**src/rtl/irq_pkg.sv**
```systemverilog
// irq_pkg: shared types and register map for the interrupt controller
package irq_pkg;
    typedef enum logic [1:0] {IDLE, REQ, SERVICE} irq_state_t;
    localparam logic [4:0] OFF_PEND  = 5'h00;
    localparam logic [4:0] OFF_MASK  = 5'h04;
    localparam logic [4:0] OFF_CTRL  = 5'h08;
    localparam logic [4:0] OFF_CAUSE = 5'h0C;
    localparam logic [4:0] OFF_EOI   = 5'h10;
    localparam int CAUSE_VALID_BIT = 31;
endpackage

```
**src/rtl/irq_prio_enc.sv**
```systemverilog
// irq_prio_enc: lowest-index-wins priority encoder
module irq_prio_enc #(
    parameter int NSRC = 4
) (
    input  logic [NSRC-1:0] req_i,
    output logic [3:0]      idx_o,
    output logic            vld_o
);
    always_comb begin
        idx_o = '0;
        for (int i = NSRC - 1; i >= 0; i--)
            if (req_i[i]) idx_o = 4'(i);
    end
    assign vld_o = |req_i;
endmodule

```
**src/rtl/irq_controller.sv**
```systemverilog
// irq_controller: edge-latched, masked interrupt controller with
// request/service/EOI handshake for the single-cycle core
module irq_controller
    import irq_pkg::*;
#(
    parameter int          NSRC = 4,
    parameter logic [31:0] BASE = 32'h40000030
) (
    input  logic            clk,
    input  logic            reset,
    input  logic            ker,
    input  logic [NSRC-1:0] src,
    input  logic            rd,
    input  logic            wr,
    input  logic [31:0]     addr,
    input  logic [31:0]     wdata,
    output logic [31:0]     rdata,
    output logic            irqout
);
    irq_state_t      state_q;
    logic [NSRC-1:0] src_q, pend_q, pend_d, mask_q, active;
    logic            live_q, gie_q, cause_vld_q, irq_q, win_vld;
    logic [3:0]      cause_idx_q, win_idx;
    logic [31:0]     off, cause;
    logic            hit, sel_pend, sel_mask, sel_ctrl, sel_cause, sel_eoi, eoi_clr;
    logic            unused_ok;

    assign off       = {addr[31:2], 2'b00} - BASE;
    assign hit       = off < 32'h14;
    assign sel_pend  = hit && off[4:0] == OFF_PEND;
    assign sel_mask  = hit && off[4:0] == OFF_MASK;
    assign sel_ctrl  = hit && off[4:0] == OFF_CTRL;
    assign sel_cause = hit && off[4:0] == OFF_CAUSE;
    assign sel_eoi   = hit && off[4:0] == OFF_EOI;
    assign unused_ok = ^{addr[1:0], wdata};

    assign cause = 32'(cause_idx_q) | (32'(cause_vld_q) << CAUSE_VALID_BIT);
    assign rdata = !rd      ? '0 :
                   sel_pend  ? 32'(pend_q) :
                   sel_mask  ? 32'(mask_q) :
                   sel_ctrl  ? {31'b0, gie_q} :
                   sel_cause ? cause : '0;

    assign active  = pend_q & mask_q;
    assign eoi_clr = wr && sel_eoi && state_q == SERVICE;
    assign irqout  = irq_q && !ker;

    irq_prio_enc #(.NSRC(NSRC)) u_prio (
        .req_i (active),
        .idx_o (win_idx),
        .vld_o (win_vld)
    );

    // New edges are OR-ed in last so a same-edge set beats W1C or EOI clear;
    // live_q swallows the first cycle so a level held through reset is not an edge.
    always_comb begin
        pend_d = pend_q;
        if (wr && sel_pend) pend_d = pend_d & ~wdata[NSRC-1:0];
        if (eoi_clr) pend_d = pend_d & ~(NSRC'(1) << cause_idx_q);
        pend_d = pend_d | (src & ~src_q & {NSRC{live_q}});
    end

    always_ff @(posedge clk) begin
        if (reset) begin
            state_q     <= IDLE;
            src_q       <= '0;
            pend_q      <= '0;
            mask_q      <= '0;
            live_q      <= 1'b0;
            gie_q       <= 1'b0;
            cause_vld_q <= 1'b0;
            cause_idx_q <= '0;
            irq_q       <= 1'b0;
        end else begin
            src_q  <= src;
            live_q <= 1'b1;
            pend_q <= pend_d;
            if (wr && sel_mask) mask_q <= wdata[NSRC-1:0];
            if (wr && sel_ctrl) gie_q <= wdata[0];
            unique case (state_q)
                IDLE: begin
                    if (gie_q && win_vld && !ker) begin
                        state_q <= REQ;
                        irq_q   <= 1'b1;
                    end
                end
                REQ: begin
                    if (!gie_q || !win_vld) begin
                        state_q <= IDLE;
                        irq_q   <= 1'b0;
                    end else if (ker) begin
                        state_q     <= SERVICE;
                        irq_q       <= 1'b0;
                        cause_idx_q <= win_idx;
                        cause_vld_q <= 1'b1;
                    end
                end
                SERVICE: begin
                    if (eoi_clr) begin
                        state_q     <= IDLE;
                        cause_vld_q <= 1'b0;
                    end else if (!ker) begin
                        state_q <= IDLE;
                    end
                end
                default: begin
                    state_q <= IDLE;
                    irq_q   <= 1'b0;
                end
            endcase
        end
    end
endmodule

```
**config.mk**
```make
export PLATFORM = sky130hd
export DESIGN_NAME = irq_controller
export DESIGN_NICKNAME = d
export VERILOG_FILES = /design/src/rtl/irq_pkg.sv /design/src/rtl/irq_prio_enc.sv /design/src/rtl/irq_controller.sv
export SDC_FILE = /design/constraint.sdc
export NUM_CORES = 1
export LEC_CHECK = 0
export CAP_MARGIN = 30
export CORE_ASPECT_RATIO = 0.5
export CORE_MARGIN = 2
export CORE_UTILIZATION = 35
export DETAILED_ROUTE_END_ITERATION = 8
export GPL_ROUTABILITY_DRIVEN = 0
export PLACE_DENSITY = 0.81
export SKIP_LAST_GASP = 1
export SLEW_MARGIN = 20
export SYNTH_ARGS = -nofsm -noshare
export SYNTH_HDL_FRONTEND = slang
export SYNTH_SLANG_ARGS = --single-unit
export TNS_END_PERCENT = 20
```
**constraint.sdc**
```tcl
create_clock -name clk -period 3.4 [get_ports clk]
set_input_delay 0.68 -clock clk [delete_from_list [all_inputs] [get_ports clk]]
set_output_delay 0.68 -clock clk [all_outputs]
set_load 0.02 [all_outputs]
```
==> metrics.md <==
| Metric | Value |
|---|---|
| Status | `finished with violations` |
| Violations in the final reports | `negative setup slack` |
| Hold Crit Start | `mask_q[2]` |
| Crit Path Class | `primary input to primary output` |
| Biggest area contributors in the synthesized netlist | `dfxtp_1, buf_4, mux2i_1, nand2_1, nand2b_1` |
| Max-slew violation count | `0` |
| Total of warnings raised by yosys | `0` |
| Crit path required time | `2.72 ns` |
| Setup_tns | `-0.7779 ns` |
| Final Skew | `0.001704 ns` |
| Share of post-route cells with drive strength above 1 | `34.80%` |
| Final hold violation count | `0` |
| Worst supply voltage drop on vdd | `~320 µV` |
| Top cell type's share of synthesized area | `21.92%` |
| Count of cells along the worst hold path | `2` |
| Non-filler instance count after layout | `412` |
| DRC violation count after routing | `0` |
| Busiest layer in global routing | `met2` |
| Maximum fanout along the worst path | `5` |
| Sinks on Clock Net | `20` |
| Setup Slack @ Placement | `-1.106 ns` |
| Most used standard cells in the synthesized netlist | `buf_4, nand2_1, dfxtp_1` |
| Clock latency on the worst-skew pair | `0.26 ns` |
| GR met3 Demand/Resource | `3.513%` |
| Count of maximum capacitance violations | `0` |
| Starting DRC count in detailed routing | `67` |
| Global routing met1 resource utilization | `23.26%` |
| Number of input and output port buffers inserted | `48` |
| Worst setup EP type | `primary output` |
| Core box area | `between 4000 and 5000 µm²` |
| Die Span X | `106.2 µm` |
| Count leader, synth | `buf_4` |
| Chip height | `around 55 µm` |
| Most area-hungry cell type in the Yosys netlist | `dfxtp_1` |
| Number of global-route vias before repair | `2107` |
| Filler cell count | `404` |
| Diodes inserted | `0` |
| Global Route met2 Usage | `a little over two fifths` |
| Initial antenna violation count | `0` |
| Detailed placement HPWL | `4624 µm` |
| Final cell area excluding filler cells | `3112 µm²` |
| Achievable clock frequency | `277.0 MHz` |
| Hold EP | `mask_q[2]` |
| DRT Pass-1 Iters | `4` |
| Share of synthesized flip-flops with an asynchronous set or reset | `0%` |
| Power Density | `229.6 nW/µm²` |
| Tmin final | `between 3 and 4 ns` |
| Number of ports placed on the die boundary | `~110` |
| Vias | `about 2.2k` |
| Unrepaired setup endpoints after global routing | `yes` |
| Leak pwr | `1.343 nW` |
| First-pass GRT wire length | `9611 µm` |
| Detail Route Antenna Nets | `0` |
| Final Setup Violations | `5` |
| Register-to-register setup slack | `around 1.9 ns` |
| Average via count per standard cell | `5.260` |
| Synth Instances | `between 200 and 250` |
| Largest net degree at the start of global routing | `15` |
| Post-synthesis instance area | `1827 µm²` |
| Worst Hold Slack | `about 0.50 ns` |
| PnR worst setup slack | `-0.2101 ns` |
| Signal arrival time at the worst endpoint | `2.93 ns` |
| Cell Count Post-Placement | `about 400` |
| Nature of the critical path startpoint | `primary input` |
| Routed wire length | `6290 µm` |
| Die area | `between 5000 and 6000 µm²` |
| Standard cell area after detailed placement | `about 2700 µm²` |
| Clock tree from TritonCTS | `built` |
| Post-route core utilization | `62.52%` |
| Overall Power | `714.4 µW` |
| Row count | `18` |
| Sequential share of the synthesized area | `21.92%` |
| Clock buffer depth | `2` |
| Clock Root Buffer | `clkbuf_8` |
| Transition at the pin with the smallest max-transition slack | `0.5291 ns` |
| Clock buffer count from CTS | `3` |
| Worst r2r path cells | `5` |
| Global router's overall resource usage | `21.24%` |
| Max-Slew Margin vs Limit | `around 64%` |
| Synthesized flop and latch total | `20` |
| Area added between synthesis and finish | `70.34%` |
| Routed length per placed instance | `approximately 15 µm` |
| Worst Hold Class | `flop to flop` |
| CTS H-Tree Depth | `1` |
| Starting utilization of the core area | `36.70%` |
| Total gr overflow | `0` |
| RR Startpoint | `pend_q[1]` |
| Unique cell type count in the Yosys netlist | `between 50 and 60` |
| Clock slew at reported path FFs | `0.07 ns` |
| Number of enable flip-flop cells after synthesis | `0` |
| Final Net Count | `418` |
| Reg-to-Reg End | `cause_idx_q[1]` |
| Total of hold buffers inserted after clock tree synthesis | `0` |
| Dominant register cell in the synthesized netlist | `dfxtp_1` |
| Share of the clock period used by the worst path | `106.2%` |
| Avg Cell Area, Syn | `just under 8 µm²` |
==> power by group <==
part | internal (mW) | switching [mW] | leakage [nW]
registers | 0.240 | 0.00471 | 0.163
clock network | 0.157 | 0.0790 | 0.0357
logic | 0.111 | 0.122 | 1.14
==> state kept, by name, indices dropped and copies added (netlist names) <==
register and flops:
irq_q 1, state_q 2, cause_vld_q 1, live_q 1, pend_q 4, src_q 4, gie_q 1, cause_idx_q 2
mask_q 4
==> kinds of logic (layout without fill, tap and decap cells) <==
logic type | after synthesis | in the layout | synth area share [%]
other cells | 1 | 27 | 0.2053
xor+xnor | 3 | 3 | 1.439
flops | 20 | 20 | 21.92
compound gates | 42 | 42 | 16.58
simple gates | 110 | 110 | 37.40
mux | 11 | 11 | 6.781
buf+inv | 40 | 126 | 13.77
fa+ha+maj | 3 | 3 | 1.918
==> how the worst max path moves through the flow <==
stage / startpoint / endpoint / slack (ns) / cells after the start
after floorplan: addr[4] / rdata[31] / -0.06 / 9
after global placement: addr[4] / rdata[31] / -1.03 / 8
after detailed placement: addr[4] / rdata[31] / -1.11 / 8
after CTS: addr[5] / rdata[2] / -0.23 / 9
after global routing: addr[11] / rdata[31] / -0.25 / 9
final: addr[5] / rdata[31] / -0.21 / 10
==> layer usage <==
metal	part of all wire [%]	vias to the layer above
li1	-	1026
met4	3.3	0
met3	7.2	27
met5	0	-
met1	41	1009
met2	49	105
==> layout by cell type, fill, tap and decap left out, drive strengths merged, types with 3 or more instances in the layout <==
cell,count
dlygate4sd2,14
nand4b,3
nor4,10
clkdlybuf4s15,6
buf,73
a211oi,3
mux2i,9
or3,3
nand2b,9
a31oi,4
nor4b,3
nand4,6
nand2,24
conb,27
nor2b,6
a21oi,8
a32oi,3
dfxtp,20
o21ai,8
inv,8
nor3,8
nor2,15
clkdlybuf4s50,20
nand3,7
nand3b,3
clkbuf,3
==> area by class of cell <==
| class | instances | area (µm²) | share of cell area, % |
|---|---|---|---|
| Sequential cell | 20 | 400.4 | 12.87 |
| Inverter | 8 | 30.03 | 0.9650 |
| Tap cell | 70 | 87.58 | 2.815 |
| Clock inverter | 1 | 30.03 | 0.9650 |
| Multi-Input combinational cell | 196 | 1518 | 48.77 |
| Clock buffer | 3 | 41.29 | 1.327 |
| Timing Repair Buffer | 114 | 1005 | 32.29 |
==> critical path: stages <==
cell and delay [ns]:
buf_6 0.11, ha_4 0.16, or4_4 0.49, buf_6 0.14, nor4_4 0.23, a31oi_2 0.07
or4b_4 0.64, buf_6 0.16, nor3_4 0.11, buf_6 0.14
==> timing repair <==
item	in CTS	in global routing
resized for setup	93	19
pin swaps	26	15
gates cloned	0	0
setup endpoints to repair	5	5
buffers inserted	10	2
Power figures use the tool's default switching activity.
